===== config.mk =====
export PLATFORM = sky130hd
export DESIGN_NAME = shift_rows_stream
export DESIGN_NICKNAME = d
export VERILOG_FILES = /design/src/rtl/aes_pkg.sv /design/src/rtl/shift_rows_core.sv /design/src/rtl/shift_rows_stream.sv
export SDC_FILE = /design/constraint.sdc
export NUM_CORES = 1
export LEC_CHECK = 0
export CAP_MARGIN = 10
export CORE_MARGIN = 2
export CORE_UTILIZATION = 35
export DETAILED_ROUTE_END_ITERATION = 12
export SYNTH_ARGS = -nofsm -noshare
export SYNTH_HDL_FRONTEND = slang
export SYNTH_SLANG_ARGS = --single-unit

===== constraint.sdc =====
create_clock -name clk -period 8.36 [get_ports clk]
set_clock_uncertainty 0.1 [all_clocks]
set_input_delay 0.836 -clock clk [delete_from_list [all_inputs] [get_ports clk]]
set_output_delay 0.836 -clock clk [all_outputs]
set_load 0.1 [all_outputs]

===== src/rtl/aes_pkg.sv =====
// Shared Rijndael helpers: mode encoding, ShiftRows offsets and byte addressing.
package aes_pkg;

    localparam logic MODE_FWD = 1'b0;
    localparam logic MODE_INV = 1'b1;

    // Left-rotate amount for row r. Wide blocks (NB = 8) use the larger offsets 0,1,3,4.
    function automatic int row_shift(input int nb, input int r);
        if (nb == 8 && r >= 2) begin
            return r + 1;
        end
        return r;
    endfunction

    // Row-major byte index inside the state.
    function automatic int byte_idx(input int nb, input int r, input int c);
        return r * nb + c;
    endfunction

    // Lowest bit position of byte k. Byte 0 occupies the most significant byte of
    // the vector, so a hex literal reads left-to-right as bytes 0,1,2,...
    function automatic int byte_lsb(input int nb, input int k);
        return 32 * nb - 8 * (k + 1);
    endfunction

endpackage


===== src/rtl/shift_rows_core.sv =====
// Combinational forward/inverse ShiftRows for NB = 4, 6 or 8 columns.
module shift_rows_core
    import aes_pkg::*;
#(
    parameter int NB = 4
) (
    input  logic [32*NB-1:0] state,
    input  logic             mode,
    output logic [32*NB-1:0] new_state
);

    generate
        if (!(NB == 4 || NB == 6 || NB == 8)) begin : g_bad_nb
            $error("shift_rows_core: NB must be 4, 6 or 8");
        end
    endgenerate

    // Pure wiring: every output byte selects one of two fixed source bytes by mode.
    for (genvar r = 0; r < 4; r++) begin : g_row
        for (genvar c = 0; c < NB; c++) begin : g_col
            localparam int SH      = row_shift(NB, r);
            localparam int DST     = byte_idx(NB, r, c);
            localparam int FWD_SRC = byte_idx(NB, r, (c + SH) % NB);
            localparam int INV_SRC = byte_idx(NB, r, (c - SH + NB) % NB);

            assign new_state[byte_lsb(NB, DST) +: 8] =
                (mode == MODE_INV) ? state[byte_lsb(NB, INV_SRC) +: 8]
                                   : state[byte_lsb(NB, FWD_SRC) +: 8];
        end
    end

endmodule


===== src/rtl/shift_rows_stream.sv =====
// Streaming ShiftRows stage: combinational transform feeding a 2-entry output FIFO.
//
// Handshake: a transfer happens on a rising edge where valid && ready are both high.
// The producer must hold its payload while valid && !ready. in_ready depends only on
// the registered occupancy, never combinationally on out_ready; out_state/out_tag
// are the head entry and do not change while out_valid && !out_ready.
module shift_rows_stream
    import aes_pkg::*;
#(
    parameter int NB    = 4,
    parameter int TAG_W = 4
) (
    input  logic             clk,
    input  logic             rst_n,
    input  logic             in_valid,
    output logic             in_ready,
    input  logic             in_mode,
    input  logic [TAG_W-1:0] in_tag,
    input  logic [32*NB-1:0] in_state,
    output logic             out_valid,
    input  logic             out_ready,
    output logic [32*NB-1:0] out_state,
    output logic [TAG_W-1:0] out_tag,
    output logic             busy
);

    generate
        if (!(NB == 4 || NB == 6 || NB == 8)) begin : g_bad_nb
            $error("shift_rows_stream: NB must be 4, 6 or 8");
        end
    endgenerate

    logic [32*NB-1:0] shifted;
    logic [32*NB-1:0] mem_state [2];
    logic [TAG_W-1:0] mem_tag   [2];
    logic             wr_ptr;
    logic             rd_ptr;
    logic [1:0]       count;
    logic             push;
    logic             pop;

    shift_rows_core #(.NB(NB)) u_core (
        .state     (in_state),
        .mode      (in_mode),
        .new_state (shifted)
    );

    assign in_ready  = (count != 2'd2);
    assign out_valid = (count != 2'd0);
    assign busy      = out_valid;
    assign push      = in_valid && in_ready;
    assign pop       = out_valid && out_ready;

    // Occupancy and pointers; only handshake bits feed these, never payload.
    always_ff @(posedge clk or negedge rst_n) begin
        if (!rst_n) begin
            count  <= 2'd0;
            wr_ptr <= 1'b0;
            rd_ptr <= 1'b0;
        end else begin
            if (push) begin
                wr_ptr <= ~wr_ptr;
            end
            if (pop) begin
                rd_ptr <= ~rd_ptr;
            end
            case ({push, pop})
                2'b10:   count <= count + 2'd1;
                2'b01:   count <= count - 2'd1;
                default: count <= count;
            endcase
        end
    end

    // Entry storage holds the already-transformed state; it is not reset.
    always_ff @(posedge clk) begin
        if (push) begin
            mem_state[wr_ptr] <= shifted;
            mem_tag[wr_ptr]   <= in_tag;
        end
    end

    // Head entry when occupied, zero otherwise so reset shows a clean output.
    always_comb begin
        out_state = '0;
        out_tag   = '0;
        if (out_valid) begin
            out_state = mem_state[rd_ptr];
            out_tag   = mem_tag[rd_ptr];
        end
    end

endmodule


==> results.py <==
metrics = {
    "hold_path": {
        "hold_class": "input pin to asynchronous set/reset pin",
    },
    "critical_path": {
        "cp-end-kind": "output pin",
        "critPathKind": "flip-flop to output pin",
        "crit_arrival_ns": 3.81,
        "cp_max_fo": 85,
        "slowest_delay_ns": 1.18,
        "reg2regPathDepth": 3,
        "slowest_stage": "clkdlybuf4s50_1",
        "start_kind": "flip-flop",
        "worstPathRequired_ns": 7.42,
        "worstPathCellList": "buf_12 -> mux2i_1 -> nor2_1 -> clkdlybuf4s50_1",
    },
    "route": {
        "routedWlPerCell_um": 17.6,
        "vias_per_cell": 4.64,
        "num_vias": 6206,
        "remaining_drc_errors": 0,
        "dr.pass1.iters": 4,
        "drtIter0Drc": 298,
        "drt_wl_total_um": 23600,
        "postRouteAntennaNets": 0,
    },
    "sta": {
        "clock.fmax_mhz": 211,
        "finalCriticalPeriod_ns": 4.75,
        "finalSetupViolations": 0,
        "period_share_pct": 56.8,
        "rsz0062_at_grt": "no",
        "hold_viol": 0,
        "report.final.slew_viol_count": 0,
        "worst_pin_slew_ns": 1.11,
        "final.setup.tns_ns": 0,
        "relSlewSlack_pct": 26.2,
    },
    "run": {
        "cap_violations": 0,
    },
    "logic_synthesis": {
        "synth_nets": 785,
        "synth_seq_cells": 268,
        "synth_cell_types": 19,
        "synth.yosys.seq_area_share_pct": 73.2,
        "synth.avg_cell_area_um2": 16.9,
        "syn_inst": 647,
        "syn_area_mm2": 0.0110,
        "yosys_warnings": 0,
    },
    "clock_network": {
        "clockBufferDepth": 3,
        "insertion_delay_ns": 0.54,
        "cts_tree": "done",
        "cts_sinks": 268,
        "post-cts-setup-buffers": 0,
        "postCtsResizedCells": 0,
        "cts-root-buf": "clkbuf_16",
        "clk_pin_slew_ns": 0.05,
        "cts_made_buffers": 29,
        "htreeDepth": 1,
        "cts_hold_buf": 0,
    },
    "die": {
        "coreArea_mm2": 0.0307,
        "fp.dieW_um": 181,
        "fp-row-count": 64,
        "fp.dieH_um": 181,
        "ioPinCount": 272,
        "initial_core_util_pct": 35.6,
        "die_area_mm2": 0.0327,
    },
    "final_layout": {
        "drive_above_1_share_pct": 12.6,
        "regArea_mm2": 0.00803,
        "syn2layout_area_growth_pct": 35.5,
        "multi_input_area_mm2": 0.00265,
        "fin_nets": 1057,
        "fillCellCount": 2708,
    },
    "global_routing": {
        "antenna_found_initial": 3,
        "grt_pass1_vias": 6496,
        "track_usage_pct": 14.1,
        "gr-total-overflow": 0,
        "grt_max_degree": 86,
        "grt_pass1_wl_um": 36500,
    },
    "placement": {
        "port_buffers": 271,
        "dpl.hpwl_um": 14500,
        "gp_congestion": 0.706,
    },
    "outcome": {
        "status": "complete, no violations",
    },
}
[per-layer routing]
metal / track usage, % / vias to the layer above / wire [um]
li1: - / 2959 / -
met1: 18.8 / 3020 / 10400
met2: 22.9 / 188 / 10900
met3: 4.15 / 37 / 1700
met4: 3.48 / 2 / 549
met5: 0 / - / 13
[kinds of logic after synthesis]
family | share of synthesized area [%]
flip-flops | 73.2
adder cells (fa/ha/maj) | 0.114
XOR/XNOR | 0.400
buffers and inverters | 2.72
multiplexers | 18.6
AND/OR/NAND/NOR | 4.90
[placed cells by master (no fill, tap or decap), types with 3 or more instances in the layout]
cell,n
nor2_1,133
edfxtp_1,264
xnor2_1,3
dfrtp_1,3
clkdlybuf4s50_1,270
mux2i_1,132
mux2_2,64
clkbuf_1,3
clkbuf_16,29
buf_4,6
clkinv_2,6
clkinv_1,8
[critical path: cells and delay by family (launching register included)]
family        cells  cell delay, ns
buf+inv           2            1.75
flops             1            0.97
mux               1            0.16
simple gates      1            0.20
[stage by stage]
| step | hold WS [ns] | cells | worst slack [ns] | cell area, um2 | util (%) |
|---|---|---|---|---|---|
| after CTS | 0.390 | 1337 | 3.61 | 14900 | 48.3 |
| after global routing | 0.407 | 1337 | 3.44 | 14900 | 48.3 |
| final | 0.409 | 1338 | 3.61 | 14900 | 48.3 |
| after floorplan | 0.361 | 647 | 0.587 | 11000 | - |
| after detailed placement | 0.440 | 1284 | 4.20 | 14000 | 45.4 |
| after global placement | 0.434 | 1284 | 4.18 | 14000 | 45.4 |
[state kept, by name, indices dropped and copies added (netlist names)]
signal	count
count	2
mem_state	256
mem_tag	8
rd_ptr	1
wr_ptr	1
[cell usage after synthesis]
master	count	share of area, %
and2_1	1	0.057
and3_1	1	0.057
buf_1	4	0.14
buf_2	10	0.46
buf_4	14	0.96
buf_8	8	1.1
clkbuf_1	1	0.034
dfrtp_1	4	0.91
edfxtp_1	264	72
ha_1	1	0.11
inv_2	1	0.034
mux2_2	64	6.6
mux2i_1	132	12
nand2_1	1	0.034
nand2b_1	1	0.057
nor2_1	134	4.6
nor2_4	1	0.10
xnor2_1	3	0.24
xor2_1	2	0.16
[layout make-up]
class                   instances  area share (%)
flip-flops and latches        268            54.1
repair buffers                278            18.7
multi-input cells             341            17.8
clock buffers                  32            4.96
well taps                     396            3.34
clock inverters                21            1.10
inverters                       1          0.0253
diodes                          1          0.0168
[worst paths after layout]
check / end / slack, ns / start
min: rd_ptr$_DFFE_PN0P_ / 0.41 / rst_n
max reg2reg: mem_state[1][11]$_DFFE_PP_ / 5.39 / count[0]$_DFFE_PN0P_
min reg2reg: count[1]$_DFFE_PN0P_ / 0.45 / count[1]$_DFFE_PN0P_
max in group asynchronous: rd_ptr$_DFFE_PN0P_ / 7.55 / rst_n
max: out_state[85] / 3.61 / rd_ptr$_DFFE_PN0P_
min in group clk: count[1]$_DFFE_PN0P_ / 0.45 / count[1]$_DFFE_PN0P_
Power is left out: the tool's default activity adds up to more than one toggle a clock period on the data nets, which glitch-free logic cannot reach.
==> RTL edit 1: new RTL, same flow settings <==
`TAG_W`: 4 -> 5.
--- a/src/rtl/shift_rows_stream.sv
+++ b/src/rtl/shift_rows_stream.sv
@@ -8,7 +8,7 @@
     import aes_pkg::*;
 #(
     parameter int NB    = 4,
-    parameter int TAG_W = 4
+    parameter int TAG_W = 5
 ) (
     input  logic             clk,
     input  logic             rst_n,
Interface: changed (resized in_tag and out_tag); port bits go from 272 to 274. No check against the original RTL was run, so the function may have changed too.
==> RTL edit 1 against the unedited design <==
Sequential cell count increased by 2; area after synthesis increased by 0.54%; highest routed layer unchanged; worst setup slack improved by 0.23 ns; wire length increased by 0.39%; final area increased by 0.76%; core utilization increased by 0.24 points; global-route usage decreased by 0.30 points; synthesized cell count increased by 0.62%.
Power is left out: the tool's default activity adds up to more than one toggle a clock period on the data nets, which glitch-free logic cannot reach.
==> RTL edit 1: results <==
detailed_routing:
  drt_iter0_markers: 283
  vias: 6285
placed_design:
  placement.cell_area_um2: 14000
  gp_congestion: 0.718
  numPortBuffers: 273
  hpwl_um: 14400
  place_ws_ns: 4.50
yosys:
  yosysSeqAreaShare_pct: 73.4
  post_synth_num_cell_types: 19
  synth_common_cells: "edfxtp_1, nor2_1, mux2i_1, mux2_2, buf_4"
  netlist_top_cells_area: "edfxtp_1, mux2i_1, mux2_2"
  synth_edf_count: 266
  syn_inst: 651
  syn_nets: 790
  synthArstFlopShare_pct: 1.48
cells_and_area:
  drive_gt1_share_pct: 12.4
  top_regs: "mem_state x256, mem_tag x10, count x2"
  nNetsFinal: 1064
grt:
  grt_pass1_vias: 6417
  antenna_found_initial: 5
  track_usage_pct: 13.8
  grt_max_degree: 123
sta:
  max_slew_margin_pct: 20.5
  fin_ws_ns: 3.84
clock_tree:
  numCtsBuffers: 29
  clk_pin_slew_ns: 0.06
setup_path:
  crit_start: "rd_ptr"
  critical_path_arrival_ns: 3.59
  path_max_fanout: 122
  crit_end: "out_state[72]"
  timing.rr.end: "mem_state[1][22]"
outcome:
  status: "complete, no violations"
-- RTL edit 1: how the worst min path moves through the flow --
| stage | end | slack [ns] | start | depth (start not counted) |
|---|---|---|---|---|
| 2_1_floorplan | wr_ptr | 0.36 | wr_ptr | 1 |
| 3_3_place_gp | wr_ptr | 0.44 | wr_ptr | 1 |
| 3_5_place_dp | count[1] | 0.44 | count[1] | 1 |
| 4_1_cts | wr_ptr | 0.39 | rst_n | 1 |
| 5_1_grt | count[0] | 0.40 | rst_n | 1 |
| 6_report | count[0] | 0.41 | rst_n | 1 |
-- RTL edit 1: area by class of cell --
type	instances	area, um^2
clock buffers	33	741
multi-input cells	343	2660
repair buffers	280	2790
diodes	2	5.00
inverters	1	3.75
well taps	396	495
clock inverters	19	175
fillers	2679	15900
flip-flops and latches	270	8090
-- RTL edit 1: critical path: cells and delay by family, from the launching register on --
family | cells | cell delay, ns
muxes | 1 | 0.21
buffers and inverters | 2 | 1.67
and+or+nand+nor | 1 | 0.17
DFF | 1 | 0.58
-- RTL edit 1: logic make-up after synthesis --
logic type,after synthesis,synth area share [%]
adder cells (fa/ha/maj),1,0.114
multiplexers,197,18.6
buffers and inverters,38,2.57
AND/OR/NAND/NOR,140,4.91
XOR/XNOR,5,0.397
flip-flops,270,73.4
-- RTL edit 1: routing by layer --
| layer | global-route usage, % | wire length, um |
|---|---|---|
| met2 | 22.4 | 11000 |
| met1 | 18.0 | 10300 |
| met3 | 4.27 | 1820 |
| met5 | 0.148 | 42 |
| met4 | 3.87 | 422 |
==> RTL edit 2: new RTL, config.mk and constraints unchanged <==
Without the edit above. Make the reset (`rst_n`) synchronous in one clocked block.
--- a/src/rtl/shift_rows_stream.sv
+++ b/src/rtl/shift_rows_stream.sv
@@ -52,7 +52,7 @@
     assign pop       = out_valid && out_ready;
 
     // Occupancy and pointers; only handshake bits feed these, never payload.
-    always_ff @(posedge clk or negedge rst_n) begin
+    always_ff @(posedge clk) begin
         if (!rst_n) begin
             count  <= 2'd0;
             wr_ptr <= 1'b0;
Function: differs if rst_n is asserted again (counterexample within 4 cycles, from zero or initial values and one cycle with rst_n low); with rst_n held inactive, the same outputs for 4 cycles.
==> RTL edit 2 against the unedited design <==
Area after synthesis down 0.38%; wire length is 2.3% higher; sequential cell count is 1 higher; worst setup slack improved by 0.028 ns; via count increased by 1.4%; critical path type unchanged; final area is 0.77% higher.
Power is not shown: default switching activity piles up to over one toggle a cycle in this logic, so the estimate is an artifact.
==> RTL edit 2: results <==
yosys:
  post_synth_num_cell_types: 23
  synth_common_cells: "edfxtp_1, mux2i_1, nor2_1, mux2_2, buf_2"
  yosysSeqAreaShare_pct: 73.5
  syn_nets: 793
  synthArstFlopShare_pct: 0
worst_hold_path:
  hold_class: "reg2reg"
clock_tree:
  cts_root_buf: "clkbuf_16"
  numCtsBuffers: 30
grt:
  track_usage_pct: 14.4
  grt_max_degree: 76
  grt_pass1_wl_um: 37200
  grt_pass1_vias: 6516
cells_and_area:
  nFillCells: 2655
  largest_reg_flops: 256
  nNetsFinal: 1066
setup_path:
  rr_startpoint: "count[0]"
  critical_path_arrival_ns: 3.79
  path_max_fanout: 57
  cp_top_family: "buffers and inverters"
  timing.rr.end: "mem_state[1][10]"
detailed_routing:
  drt_iter0_markers: 267
  wl_per_cell_um: 17.9
  dr.pass1.iters: 6
  viasPerCell: 4.67
sta:
  worstMarginPinSlew_ns: 1.06
placed_design:
  placement.cell_area_um2: 14000
  gp_congestion: 0.685
  hpwl_um: 14900
outcome:
  status: "complete, no violations"
## RTL edit 2: worst max-delay path by stage
stage              from               to  slack (ns)  depth (start not counted)
6_report       register    out_state[84]        3.64                          4
5_1_grt        register    out_state[84]        3.43                          4
4_1_cts        register    out_state[84]        3.56                          4
3_5_place_dp   register    out_state[84]        4.16                          4
3_3_place_gp   register    out_state[84]        4.16                          4
2_1_floorplan  count[0]  mem_state[1][0]        3.27                          2
## RTL edit 2: per-layer routing
layer  vias up  share of wire (%)  GRT usage [%]
li1       2989                  -              -
met1      3074                 43           18.5
met2       193                 48           24.4
met3        37                6.0           3.40
met4         0                2.7           4.29
met5         -                  0              0
## RTL edit 2: cells by family (layout without fill, tap and decap cells)
family | Yosys count | after routing | share of synthesized area, %
AO/OA/AOI/OAI | 5 | 5 | 0.321
XOR/XNOR | 3 | 3 | 0.241
adder cells (fa/ha/maj) | 1 | 1 | 0.115
buffers and inverters | 40 | 335 | 2.06
flip-flops | 269 | 269 | 73.5
multiplexers | 196 | 196 | 18.7
other | 0 | 1 | 0
AND/OR/NAND/NOR | 141 | 141 | 5.04
## RTL edit 2: cell type report
class                   count  area share (%)
flip-flops and latches    269            53.7
repair buffers            278            18.4
multi-input cells         346            17.9
clock buffers              32            5.21
well taps                 396            3.31
clock inverters            22            1.37
inverters                   3           0.109
diodes                      1          0.0167
## RTL edit 2: stage by stage
stage | setup slack [ns] | cells | util [%] | hold slack (ns)
final | 3.64 | 1347 | 48.8 | 0.456
after floorplan | 3.27 | 655 | - | 0.391
after detailed placement | 4.16 | 1292 | 45.6 | 0.446
after global routing | 3.43 | 1347 | 48.8 | 0.501
after CTS | 3.56 | 1346 | 48.8 | 0.453
after global placement | 4.16 | 1292 | 45.6 | 0.432
